==> src/rtl/muldiv_sequencer.sv <==
// muldiv_sequencer: iterative 32-bit MULT/MULTU/DIV/DIVU unit with HI/LO registers.
// One shift-add or restoring subtract-shift step per cycle. A start is accepted
// in IDLE or DONE, and the result lands in HI/LO 34 cycles after it.
`timescale 1ns/1ps

module muldiv_sequencer #(
    parameter int WIDTH = 32
) (
    input  logic             clk,
    input  logic             rst,
    input  logic             start,
    input  logic [1:0]       op,
    input  logic [WIDTH-1:0] rs_data,
    input  logic [WIDTH-1:0] rt_data,
    input  logic             mf_rd,
    input  logic             mt_we,
    input  logic             hl_sel,
    input  logic [WIDTH-1:0] mt_data,
    output logic [WIDTH-1:0] hl_rdata,
    output logic             busy,
    output logic             stall,
    output logic             done,
    output logic             div_zero
);

    // state | meaning
    // IDLE  | waiting for start; mt writes allowed
    // ITER  | 32 multiply/divide steps, counter 31 down to 0
    // FIX   | sign correction, result written to HI/LO on exit
    // DONE  | one-cycle done pulse; start or mt write allowed
    typedef enum logic [1:0] {
        S_IDLE = 2'd0,
        S_ITER = 2'd1,
        S_FIX  = 2'd2,
        S_DONE = 2'd3
    } state_t;

    state_t             state_q;
    logic [4:0]         cnt_q;
    logic               is_div_q;
    logic               dz_q;
    logic               neg_q_q;     // negate product / quotient
    logic               neg_r_q;     // negate remainder
    logic [WIDTH-1:0]   acc_hi_q;    // partial product high half / remainder
    logic [WIDTH-1:0]   acc_lo_q;    // multiplier / dividend shifting into quotient
    logic [WIDTH-1:0]   opb_q;       // multiplicand / divisor magnitude
    logic [WIDTH-1:0]   hi_q;
    logic [WIDTH-1:0]   lo_q;
    logic               busy_q;
    logic               done_q;
    logic               div_zero_q;

    logic               a_neg;
    logic               b_neg;
    logic [WIDTH-1:0]   a_mag;
    logic [WIDTH-1:0]   b_mag;
    logic [WIDTH:0]     mul_sum;
    logic [WIDTH:0]     div_shift;
    logic [WIDTH+1:0]   div_diff;
    logic               div_ge;
    logic [WIDTH-1:0]   step_hi_d;
    logic [WIDTH-1:0]   step_lo_d;
    logic [2*WIDTH-1:0] prod_fix;
    logic [WIDTH-1:0]   quo_fix;
    logic [WIDTH-1:0]   rem_fix;
    logic [WIDTH-1:0]   fix_hi_d;
    logic [WIDTH-1:0]   fix_lo_d;
    logic               unused_diff_bit;

    // Operand magnitudes and signs for the op being issued this cycle.
    always_comb begin
        a_neg = ~op[0] & rs_data[WIDTH-1];
        b_neg = ~op[0] & rt_data[WIDTH-1];
        a_mag = a_neg ? -rs_data : rs_data;
        b_mag = b_neg ? -rt_data : rt_data;
    end

    // One iteration step: shift-add for multiply, restoring subtract-shift for divide.
    always_comb begin
        mul_sum   = {1'b0, acc_hi_q} + (acc_lo_q[0] ? {1'b0, opb_q} : '0);
        div_shift = {acc_hi_q, acc_lo_q[WIDTH-1]};
        div_diff  = {1'b0, div_shift} - {2'b00, opb_q};
        div_ge    = ~div_diff[WIDTH+1];
        if (is_div_q) begin
            step_hi_d = div_ge ? div_diff[WIDTH-1:0] : div_shift[WIDTH-1:0];
            step_lo_d = {acc_lo_q[WIDTH-2:0], div_ge};
        end else begin
            step_hi_d = mul_sum[WIDTH:1];
            step_lo_d = {mul_sum[0], acc_lo_q[WIDTH-1:1]};
        end
    end

    // The remainder is always below 2^WIDTH, so this bit of the difference is never needed.
    assign unused_diff_bit = div_diff[WIDTH];

    // Sign correction applied on the FIX -> DONE edge.
    // With a zero divisor the raw remainder equals |dividend|, so restoring the
    // dividend sign gives back rs_data exactly; only LO needs forcing.
    always_comb begin
        prod_fix = neg_q_q ? -{acc_hi_q, acc_lo_q} : {acc_hi_q, acc_lo_q};
        quo_fix  = neg_q_q ? -acc_lo_q : acc_lo_q;
        rem_fix  = neg_r_q ? -acc_hi_q : acc_hi_q;
        if (is_div_q) begin
            fix_hi_d = rem_fix;
            fix_lo_d = dz_q ? '1 : quo_fix;
        end else begin
            fix_hi_d = prod_fix[2*WIDTH-1:WIDTH];
            fix_lo_d = prod_fix[WIDTH-1:0];
        end
    end

    // Sequencer FSM, datapath registers, HI/LO and registered status outputs.
    always_ff @(posedge clk) begin
        if (rst) begin
            state_q    <= S_IDLE;
            cnt_q      <= '0;
            is_div_q   <= 1'b0;
            dz_q       <= 1'b0;
            neg_q_q    <= 1'b0;
            neg_r_q    <= 1'b0;
            acc_hi_q   <= '0;
            acc_lo_q   <= '0;
            opb_q      <= '0;
            hi_q       <= '0;
            lo_q       <= '0;
            busy_q     <= 1'b0;
            done_q     <= 1'b0;
            div_zero_q <= 1'b0;
        end else begin
            done_q     <= 1'b0;
            div_zero_q <= 1'b0;
            case (state_q)
                S_IDLE, S_DONE: begin
                    if (mt_we) begin
                        if (hl_sel) hi_q <= mt_data;
                        else        lo_q <= mt_data;
                    end
                    if (start) begin
                        is_div_q <= op[1];
                        dz_q     <= op[1] & (rt_data == '0);
                        neg_q_q  <= a_neg ^ b_neg;
                        neg_r_q  <= op[1] & a_neg;
                        acc_hi_q <= '0;
                        acc_lo_q <= op[1] ? a_mag : b_mag;
                        opb_q    <= op[1] ? b_mag : a_mag;
                        cnt_q    <= 5'd31;
                        busy_q   <= 1'b1;
                        state_q  <= S_ITER;
                    end else begin
                        state_q  <= S_IDLE;
                    end
                end
                S_ITER: begin
                    acc_hi_q <= step_hi_d;
                    acc_lo_q <= step_lo_d;
                    cnt_q    <= cnt_q - 5'd1;
                    if (cnt_q == 5'd0) state_q <= S_FIX;
                end
                S_FIX: begin
                    hi_q       <= fix_hi_d;
                    lo_q       <= fix_lo_d;
                    done_q     <= 1'b1;
                    div_zero_q <= dz_q;
                    busy_q     <= 1'b0;
                    state_q    <= S_DONE;
                end
                default: begin
                    busy_q  <= 1'b0;
                    state_q <= S_IDLE;
                end
            endcase
        end
    end

    assign hl_rdata = hl_sel ? hi_q : lo_q;
    assign busy     = busy_q;
    assign stall    = busy_q & (start | mf_rd | mt_we);
    assign done     = done_q;
    assign div_zero = div_zero_q;

endmodule

==> config.mk <==
export PLATFORM = sky130hd
export DESIGN_NAME = muldiv_sequencer
export DESIGN_NICKNAME = d
export VERILOG_FILES = /design/src/rtl/muldiv_sequencer.sv
export SDC_FILE = /design/constraint.sdc
export NUM_CORES = 1
export LEC_CHECK = 0
export ABC_CLOCK_PERIOD_IN_PS = 4300
export BUFFER_PORTS_ARGS = -buffer_cell sky130_fd_sc_hd__buf_2
export CAP_MARGIN = 20
export CORE_ASPECT_RATIO = 0.5
export CORE_MARGIN = 1.5
export CORE_UTILIZATION = 30
export DETAILED_ROUTE_END_ITERATION = 12
export MAX_ROUTING_LAYER = met4
export SYNTH_ARGS = -nofsm -noshare
export SYNTH_HDL_FRONTEND = slang
export SYNTH_SLANG_ARGS = --single-unit
==> constraint.sdc <==
create_clock -name clk -period 4.3 [get_ports clk]
set_clock_uncertainty 0.05 [all_clocks]
set_input_delay 1.29 -clock clk [delete_from_list [all_inputs] [get_ports clk]]
set_output_delay 1.29 -clock clk [all_outputs]
set_load 0.02 [all_outputs]
==> flow_summary.json, run 1 <==
{
  "finalHoldViolCount": 0,
  "dieHeight_um": 161,
  "synth_ff_type": "dfxtp_1",
  "holdPathEnd": "lo_q[19]$_SDFFE_PP0P_",
  "cp_slowest_cell": "dfxtp_1",
  "clkSlewWorstSetupHoldPaths_ns": 0.07,
  "p_int_uw": 4930,
  "final_core_utilization": 0.351,
  "cts_tree": "done",
  "dp.cells": 2708,
  "grt_overflow": 0,
  "vias": 15300,
  "finalSetupViolCount": 0,
  "final.period_utilization": 0.909,
  "finalWirelength_um": 56100,
  "hold_path.class": "flop to flop",
  "start_kind": "flop",
  "yosysSeqAreaShare": 0.233,
  "gp_congestion": 0.984,
  "finalMaxSlewViolations": 0,
  "place_hpwl_um": 43600,
  "cts_hold_buf": 0,
  "drtPass1Iterations": 7,
  "drc_errors": 0,
  "syn_inst": 1983,
  "p_seq_frac": 0.278,
  "rr_startpoint": "opb_q[6]$_SDFFE_PP0P_",
  "port_buffers": 139,
  "arrival_ns": 4.22,
  "reg2regPathDepth": 12,
  "ys_types": 73,
  "cts_setup_buffers": 0,
  "fp.dieW_um": 319,
  "design.die.area_um2": 51300,
  "combPwrFrac": 0.528,
  "holdPathStages": 2,
  "crit_type": "flop to flop",
  "synth_fp_nets": 2161,
  "worstMarginPinSlew_ns": 1.09,
  "swShare": 0.471,
  "endpoint_kind": "flop",
  "postRouteAntennaNets": 0,
  "grt_max_degree": 80,
  "synth_edf_count": 0,
  "grt_usage": 0.218,
  "max_freq_ghz": 0.256,
  "powerDensity_nw_per_um2": 542,
  "synth_area_leaders": "dfxtp_1, ha_1, a21oi_1",
  "synth_seq_cells": 174,
  "clockBufferDepth": 2,
  "period_needed_ns": 3.91,
  "p_leak_uw": 0.00711,
  "path_cells": "inv_1, ha_1, o21ai_0, o32ai_1, nand2_1, o32a_1, a211oi_1, o2111ai_1, and2_1, buf_4, a32o_1, a211o_1",
  "start_util": 0.306,
  "final_cells": 2748,
  "worst-path-buf-inv": 2,
  "switching_power_uw": 4390,
  "synth_warnings": 0,
  "required_ns": 4.61,
  "relSlewSlack": 0.274,
  "setup_tns_ns": 0,
  "min_from": "lo_q[19]$_SDFFE_PP0P_",
  "area_delta_synth_final_pct": 14.8,
  "rsz0062_at_grt": "no",
  "postSynthAreaPerCell_um2": 7.55,
  "nets": 2256,
  "clockPowerShare": 0.194,
  "cap_viol_max_count": 0,
  "grt_pass1_vias": 13600,
  "rrSetupSlack_ns": 0.39,
  "numCtsBuffers": 17,
  "syn_area_um2": 15000,
  "coreArea_um2": 48900,
  "crit_family": "compound AO/OA/AOI/OAI gates",
  "yosysTopAreaCell": "dfxtp_1",
  "regToRegEndpoint": "acc_hi_q[24]$_SDFFE_PP0P_",
  "ctsResizeCount": 0,
  "vdd_drop_max_mv": 0.311,
  "cts_root_buf": "clkbuf_16",
  "status": "complete, no violations",
  "cpPeakStageDelay_ns": 0.49,
  "dr.first_iter.drc_count": 1471,
  "synth_top_area_frac": 0.233,
  "viasPerCell": 5.58,
  "cts.sinks": 174,
  "fp-row-count": 57,
  "boundaryPins": 140,
  "antenna_found_initial": 9,
  "crit_path_max_fanout": 14,
  "drive_gt1_frac": 0.157,
  "synthArstFlopShare": 0,
  "grt_pass1_wl_um": 83100,
  "wl_per_cell_um": 20.4,
  "clk_latency_ns": 0.47,
  "cts_htree_levels": 4
}
## Yosys cell counts, types with 15 or more instances
cell type and n:
nand2_1 160, a21oi_1 173, o211ai_1 19, a211oi_1 98
nand3_1 22, nand2b_1 21, o31ai_1 18, o221ai_1 25
nor3_1 59, a211o_1 15, a22oi_1 17, clkbuf_1 112
ha_1 72, dfxtp_1 174, a31oi_1 20, xor2_1 80
o21ai_0 125, mux2i_1 55, nor2_1 229, mux2_2 64
inv_1 71, a21o_1 35, nor4_1 18, xnor2_1 90
## placed cells by master, fill, tap and decap left out, types with 55 or more instances in the layout
| cell | instances |
|---|---|
| nor3_1 | 59 |
| mux2i_1 | 55 |
| buf_2 | 138 |
| o21ai_0 | 124 |
| inv_1 | 71 |
| xnor2_1 | 90 |
| xor2_1 | 80 |
| dfxtp_1 | 173 |
| a21oi_1 | 173 |
| buf_4 | 71 |
| nand2_1 | 160 |
| nor2_1 | 228 |
| a211oi_1 | 98 |
| mux2_2 | 64 |
| ha_1 | 70 |
## logic make-up (layout without fill, tap and decap cells)
| kind of cell | count (synthesis) | after routing | share of synthesized area |
|---|---|---|---|
| adders and majority gates | 74 | 74 | 0.0629 |
| buffers and inverters | 206 | 314 | 0.0540 |
| xor gates and xnor gates | 170 | 170 | 0.0995 |
| DFF | 174 | 174 | 0.233 |
| AOI/OAI and AO/OA | 642 | 642 | 0.284 |
| muxes | 119 | 119 | 0.0849 |
| and+or+nand+nor | 598 | 598 | 0.182 |
| other | 0 | 8 | 0 |
## per-layer routing
layer	GRT usage	wire length [um]
met5	-	0
met4	0.0672	1480
met2	0.326	25000
met1	0.294	25300
met3	0.0422	4350
## metrics by stage
step           worst slack, ns  hold WS [ns]  cell area, um^2  total power (uW)
6_report                 0.390         0.402            17200              9310
2_1_floorplan            0.662         0.378            15000              5840
3_3_place_gp             0.323         0.393            16500              7370
3_5_place_dp             0.279         0.397            16500              7400
4_1_cts                  0.498         0.406            17200              9210
5_1_grt                  0.131         0.432            17200              9870
## power by group through the flow
| stage | Clock [uW] | Combinational (uW) | Sequential [uW] |
|---|---|---|---|
| 3_3_place_gp | 0 | 4780 | 2590 |
| 3_5_place_dp | 0 | 4800 | 2600 |
| 4_1_cts | 1820 | 4830 | 2560 |
| 5_1_grt | 1900 | 5330 | 2630 |
| 2_1_floorplan | 0 | 3490 | 2360 |
| 6_report | 1810 | 4920 | 2590 |
## flip-flops by register name, indices dropped and copies added, names as in the netlist
signal,flops
is_div_q,1
neg_r_q,1
neg_q_q,1
acc_lo_q,32
cnt_q,5
dz_q,1
opb_q,32
acc_hi_q,32
busy,1
state_q,2
done,1
lo_q,32
div_zero,1
hi_q,32
## worst max-delay path by stage
stage / from / to / depth (start not counted)
global placement: rt_data[20] / acc_lo_q[30]$_SDFFE_PP0P_ / 10
global route: acc_lo_q[0]$_SDFFE_PP0P_ / acc_hi_q[27]$_SDFFE_PP0P_ / 14
floorplan: hl_sel / hl_rdata[11] / 3
detailed placement: rt_data[20] / acc_lo_q[30]$_SDFFE_PP0P_ / 10
finish: opb_q[6]$_SDFFE_PP0P_ / acc_hi_q[24]$_SDFFE_PP0P_ / 12
CTS: hl_sel / hl_rdata[3] / 3
## cell type report
class,count,area [um^2]
Fill cell,5228,31700
Multi-Input combinational cell,1603,10700
Sequential cell,174,3480
Timing Repair Buffer,210,1240
Tap cell,649,812
Clock buffer,18,429
Inverter,72,270
Clock inverter,14,225
Antenna cell,8,20.0
## worst reg2reg max path, stage by stage, from the launching register on
cell and delay [ns]:
dfxtp_1 0.49, inv_1 0.13, ha_1 0.33, o21ai_0 0.08, o32ai_1 0.34, nand2_1 0.19
o32a_1 0.42, a211oi_1 0.32, o2111ai_1 0.16, and2_1 0.46, buf_4 0.31, a32o_1 0.26
a211o_1 0.26
(Power assumes the default switching activity.)
==> inputs of run 2 (changes only) <==
--- a/config.mk
+++ b/config.mk
@@ -5,7 +5,7 @@
 export SDC_FILE = /design/constraint.sdc
 export NUM_CORES = 1
 export LEC_CHECK = 0
-export ABC_CLOCK_PERIOD_IN_PS = 4300
+export ABC_CLOCK_PERIOD_IN_PS = 3600
 export BUFFER_PORTS_ARGS = -buffer_cell sky130_fd_sc_hd__buf_2
 export CAP_MARGIN = 20
 export CORE_ASPECT_RATIO = 0.5
==> constraint.sdc (replaced) <==
create_clock -name clk -period 3.6 [get_ports clk]
set_clock_uncertainty 0.05 [all_clocks]
set_input_delay 1.08 -clock clk [delete_from_list [all_inputs] [get_ports clk]]
set_output_delay 1.08 -clock clk [all_outputs]
set_load 0.02 [all_outputs]
==> run 2 against run 1 <==
  * Die area stayed put
  * Fmax rose by 12%
  * Sequential share of layout area is 0.87 points lower
  * Combinational power is 34% higher
  * Critical path depth increased by 1
  * Core utilization up 1.6 points
  * Non-clock buffer count rose by 94
  * First-iteration DRC count increased by 15%
  * Clock power up 9%
  * Clock-buffer cell count unchanged
  * Setup slack worse by 0.27 ns
  * Critical path type unchanged
  * Final cell count grew 3.4%
==> flow_summary.json, run 2 (synthesis results as in run 1) <==
{
  "endpoint_kind": "flop",
  "min_from": "lo_q[22]$_SDFFE_PP0P_",
  "p_seq_frac": 0.252,
  "relSlewSlack": 0.372,
  "p_leak_uw": 0.00757,
  "grt_pass1_vias": 14500,
  "vias": 15800,
  "final_cell_area_um2": 18000,
  "dp_slack_ns": -0.317,
  "drtPass1Iterations": 6,
  "gp_congestion": 0.986,
  "swShare": 0.481,
  "mostFrequentLayoutCells": "nor2_1, a21oi_1, dfxtp_1, nand2_1, buf_4",
  "max_freq_ghz": 0.288,
  "cpPeakStageDelay_ns": 0.41,
  "crit_type": "flop to flop",
  "layout_commonest_cell": "nor2_1",
  "placed_area_um2": 17300,
  "fp.dieW_um": 319,
  "finalHoldViolCount": 0,
  "finalMaxSlewViolations": 0,
  "switching_power_uw": 5500,
  "grt_pass1_wl_um": 86900,
  "powerDensity_nw_per_um2": 637,
  "hold_path.class": "flop to flop",
  "numCtsBuffers": 17,
  "rsz0062_at_grt": "yes",
  "final.period_utilization": 0.966,
  "cp_slowest_cell": "dfxtp_1",
  "required_ns": 3.93,
  "start_kind": "flop",
  "dr.first_iter.drc_count": 1686,
  "drc_errors": 0,
  "dieHeight_um": 161,
  "clockPowerShare": 0.173,
  "vdd_drop_max_mv": 0.464,
  "cts_tree": "done",
  "antenna_found_initial": 7,
  "place_hpwl_um": 45300,
  "grt_usage": 0.226,
  "crit_path_frequent_cell": "o21ai_0",
  "viasPerCell": 5.55,
  "cts_root_buf": "clkbuf_16",
  "postRouteAntennaNets": 0,
  "finalWirelength_um": 58200,
  "status": "complete, no violations",
  "start_util": 0.306,
  "cts.sinks": 174,
  "nets": 2350,
  "cap_viol_max_count": 0,
  "crit_start": "acc_lo_q[0]$_SDFFE_PP0P_",
  "wl_per_cell_um": 20.5,
  "clockBufferDepth": 2,
  "path_cells": "and2_1, ha_1, inv_1, fa_1, nand2b_1, a21oi_2, o221a_2, a32o_1, o21ai_0, o31a_1, xnor2_1, o21ai_0, a22oi_1",
  "design.die.area_um2": 51300,
  "crit_path_max_fanout": 5,
  "worst_slack_ns": 0.122,
  "coreArea_um2": 48900,
  "boundaryPins": 140,
  "clk_latency_ns": 0.47,
  "cts_htree_levels": 4,
  "clkSlewWorstSetupHoldPaths_ns": 0.08,
  "drive_gt1_frac": 0.199,
  "p_int_uw": 5940,
  "grt_overflow": 0,
  "rr_startpoint": "acc_lo_q[0]$_SDFFE_PP0P_",
  "finalSetupViolCount": 0,
  "grt_max_degree": 80,
  "worstMarginPinSlew_ns": 0.937,
  "area_delta_synth_final_pct": 19.9,
  "setup_tns_ns": 0,
  "combPwrFrac": 0.575,
  "arrival_ns": 3.80,
  "port_buffers": 139,
  "period_needed_ns": 3.48,
  "fp-row-count": 57
}
==> run 2: changes by cell type in the layout (fill, tap and decap cells not counted), moves of 2 or more <==
| cell | before | now |
|---|---|---|
| clkinvlp_4 | 2 | 0 |
| a211oi_2 | 0 | 3 |
| clkinv_4 | 0 | 2 |
| buf_4 | 71 | 160 |
| a211oi_1 | 98 | 95 |
| bufinv_16 | 5 | 1 |
| inv_8 | 1 | 5 |
| buf_12 | 1 | 6 |
| nor4_1 | 18 | 16 |
==> run 2: power by group through the flow <==
stage / sequential [uW] / clock (uW) / combinational, uW
after global routing: 2950 / 2060 / 7080
final: 2880 / 1970 / 6570
after CTS: 2860 / 1980 / 6390
after detailed placement: 2900 / 0 / 6360
after floorplan: 2820 / 0 / 4160
after global placement: 2890 / 0 / 6320
==> run 2: metrics by stage <==
step	std cells	utilization	power, uW	hold slack [ns]
floorplan	1983	-	6980	0.378
global placement	2801	0.353	9210	0.386
detailed placement	2801	0.353	9250	0.392
CTS	2833	0.365	11200	0.402
global route	2840	0.367	12100	0.418
finish	2841	0.367	11400	0.403
==> run 2: path summary, 6_finish.rpt <==
| check | cells past startpoint | slack [ns] | endpoint |
|---|---|---|---|
| worst max-delay path | 13 | 0.12 | acc_hi_q[27]$_SDFFE_PP0P_ |
| worst min-delay path | 2 | 0.40 | lo_q[22]$_SDFFE_PP0P_ |
| worst max register to register | 13 | 0.12 | acc_hi_q[27]$_SDFFE_PP0P_ |
| worst min register to register | 2 | 0.40 | lo_q[22]$_SDFFE_PP0P_ |
==> run 2: cell type report <==
cell class	count	area, um^2
fill	5147	31000
multi-input combinational	1603	10800
sequential	174	3490
timing repair buffer	304	2010
tap	649	812
clock buffer	18	429
inverter	72	270
clock inverter	14	164
antenna	7	17.5
==> run 2: what timing repair did <==
item | 4_1_cts | 5_1_grt
hold buffers | 0 | 0
gates resized for setup | 1 | 14
setup buffers | 0 | 1
endpoints found under the hold margin | 0 | 0
setup endpoints to repair | 3 | 32
pin swaps | 0 | 1
==> run 2: routing by layer <==
layer	vias to the layer above	GRT usage	part of all wire
met5	-	-	0
met4	0	0.0637	0.025
met3	82	0.0474	0.076
met2	537	0.341	0.44
met1	7509	0.304	0.46
li1	7637	-	-
==> run 2: critical path, delay by kind of cell (launching register included) <==
kind | cells | cell delay, ns
and+or+nand+nor | 2 | 0.37
DFF | 1 | 0.41
AOI/OAI and AO/OA | 7 | 1.66
buffers and inverters | 1 | 0.07
xor gates and xnor gates | 1 | 0.20
adders and majority gates | 2 | 0.63
==> inputs of run 3 (changes only) <==
--- a/config.mk
+++ b/config.mk
@@ -5,6 +5,7 @@
 export SDC_FILE = /design/constraint.sdc
 export NUM_CORES = 1
 export LEC_CHECK = 0
+export ABC_AREA = 1
 export ABC_CLOCK_PERIOD_IN_PS = 3600
 export BUFFER_PORTS_ARGS = -buffer_cell sky130_fd_sc_hd__buf_2
 export CAP_MARGIN = 20
==> run 3 against run 2 <==
  * Setup slack improved by 0.29 ns
  * Final cell count increased by 52%
  * Non-clock buffer count decreased by 92
  * Hold slack improved by 0.015 ns
  * Register-to-register slack improved by 0.29 ns
  * Core utilization decreased by 2.5 points
  * Flip-flop and latch count unchanged
  * Fmax increased by 9.1%
  * Synthesized area increased by 24%
  * Die area increased by 23%
  * Critical path type unchanged
  * Largest cell class unchanged
==> flow_summary.json, run 3 <==
{
  "status": "complete, no violations",
  "yosysSeqAreaShare": 0.188,
  "dp_slack_ns": 0.306,
  "placed_area_um2": 20300,
  "grt_pass1_vias": 20300,
  "final_cell_area_um2": 20900,
  "worst_slack_ns": 0.413,
  "design.die.area_um2": 63400,
  "clockBufferDepth": 2,
  "clk_latency_ns": 0.47,
  "postRouteAntennaNets": 0,
  "powerDensity_nw_per_um2": 635,
  "endpoint_kind": "flop",
  "synth_warnings": 0,
  "coreArea_um2": 61100,
  "dr.first_iter.drc_count": 2789,
  "grt_overflow": 0,
  "grt_max_degree": 75,
  "synth_ff_type": "dfxtp_1",
  "syn_area_um2": 18500,
  "finalWirelength_um": 91000,
  "relSlewSlack": 0.309,
  "swShare": 0.565,
  "p_int_uw": 5770,
  "drive_gt1_frac": 0.0923,
  "syn_inst": 3379,
  "viasPerCell": 5.37,
  "gp_congestion": 1.06,
  "cts_setup_buffers": 0,
  "synth_fp_nets": 3557,
  "start_kind": "flop",
  "crit_path_max_fanout": 5,
  "antenna_found_initial": 1,
  "drtPass1Iterations": 6,
  "grt_usage": 0.286,
  "final.period_utilization": 0.885,
  "wl_per_cell_um": 21.1,
  "numCtsBuffers": 17,
  "synth_common_cells": "nand2_1, inv_1, nand3_1",
  "grt_pass1_wl_um": 132000,
  "combPwrFrac": 0.621,
  "synthArstFlopShare": 0,
  "clockPowerShare": 0.149,
  "synth_edf_count": 0,
  "p_leak_uw": 0.0108,
  "hold_path.class": "flop to flop",
  "diodes": 0,
  "ys_types": 60,
  "fp.dieW_um": 354,
  "switching_power_uw": 7490,
  "fp-row-count": 64,
  "required_ns": 3.87,
  "postSynthAreaPerCell_um2": 5.48,
  "cts_tree": "done",
  "finalSetupViolCount": 0,
  "vdd_drop_max_mv": 0.438,
  "synth_area_leaders": "nand2_1, dfxtp_1, inv_1",
  "layout_commonest_cell": "nand2_1",
  "start_util": 0.303,
  "fillers": 6936,
  "vias": 23200,
  "worstMarginPinSlew_ns": 1.03,
  "finalMaxSlewViolations": 0,
  "cts_root_buf": "clkbuf_16",
  "boundaryPins": 140,
  "place_hpwl_um": 74200,
  "drc_errors": 0,
  "synth_seq_cells": 174,
  "setup_tns_ns": 0,
  "final_core_utilization": 0.342,
  "port_buffers": 139,
  "nets": 3654,
  "mostFrequentLayoutCells": "nand2_1, inv_1, nand3_1, nor2_1, a21oi_1",
  "synth.most_common_cell": "nand2_1",
  "synth_top_area_frac": 0.208,
  "cts.sinks": 174,
  "rrSetupSlack_ns": 0.41,
  "ctsResizeCount": 0,
  "arrival_ns": 3.45,
  "cap_viol_max_count": 0,
  "max_freq_ghz": 0.314,
  "cts_htree_levels": 4,
  "period_needed_ns": 3.19,
  "p_seq_frac": 0.230,
  "yosysTopAreaCell": "nand2_1",
  "rsz0062_at_grt": "no",
  "dieHeight_um": 179,
  "finalHoldViolCount": 0,
  "crit_type": "flop to flop",
  "clkSlewWorstSetupHoldPaths_ns": 0.08,
  "cts_hold_buf": 0,
  "area_delta_synth_final_pct": 12.7
}
## run 3: cell count changes after synthesis, moves of 64 or more
cell      previous run  this run
a211oi_1            98         2
nand2_1            160      1027
inv_1               71       478
mux2_2              64         0
xnor2_1             90         8
a21oi_1            173       289
nor2_1             229       295
nand3_1             22       297
o21ai_0            125       269
## run 3: area by class of cell
cell class / count / area (um^2) / area share
multi-input cells: 2578 / 12600 / 0.604
flip-flops and latches: 174 / 3490 / 0.167
inverters: 493 / 1850 / 0.0886
repair buffers: 212 / 1310 / 0.0626
well taps: 825 / 1030 / 0.0494
clock buffers: 19 / 433 / 0.0207
clock inverters: 13 / 148 / 0.00707
## run 3: power groups by stage
stage	logic, uW	registers, uW	clock network [uW]
after floorplan	5460	2800	0
after global placement	7950	3050	0
after detailed placement	7970	3060	0
after CTS	8000	3020	1980
after global routing	8960	3110	2060
final	8230	3060	1970
## run 3: metal layers
layer / track usage / routed length (um)
met5: - / 0
met4: 0.0616 / 1800
met3: 0.0443 / 9130
met2: 0.390 / 36100
met1: 0.432 / 44000
## run 3: final timing paths
kind / startpoint / end / cells past startpoint
worst min-delay path: cnt_q[0]$_SDFFE_PP0P_ / cnt_q[0]$_SDFFE_PP0P_ / 1
worst max register to register: acc_lo_q[31]$_SDFFE_PP0P_ / acc_hi_q[28]$_SDFFE_PP0P_ / 18
worst max-delay path: acc_lo_q[31]$_SDFFE_PP0P_ / acc_hi_q[28]$_SDFFE_PP0P_ / 18
worst min register to register: cnt_q[0]$_SDFFE_PP0P_ / cnt_q[0]$_SDFFE_PP0P_ / 1
## run 3: per-stage QoR
stage	total power (uW)	instances	hold slack [ns]
detailed placement	11000	4282	0.397
floorplan	8260	3379	0.376
finish	13300	4314	0.418
global route	14100	4314	0.440
CTS	13000	4314	0.416
global placement	11000	4282	0.396
## run 3: cell families (layout without fill, tap and decap cells)
logic type	after synthesis	in the layout	synth area share
AO/OA/AOI/OAI	673	673	0.197
buffers and inverters	627	737	0.132
XOR/XNOR	54	54	0.0255
flip-flops	174	174	0.188
AND/OR/NAND/NOR	1777	1777	0.407
adder cells (fa/ha/maj)	74	74	0.0508
## run 3: critical path, stage by stage, from the launching register on
cell     delay (ns)
dfxtp_1        0.58
inv_1          0.11
ha_1           0.21
inv_1          0.15
fa_1           0.39
nand2_1        0.10
nand3_1        0.09
and2_1         0.26
nand2_1        0.08
nand2_1        0.21
nand2_1        0.08
nand2_1        0.21
nand2_1        0.15
nand2_1        0.08
nand2_1        0.04
nand3_1        0.08
nand2_1        0.05
nand2_1        0.06
a21oi_1        0.05
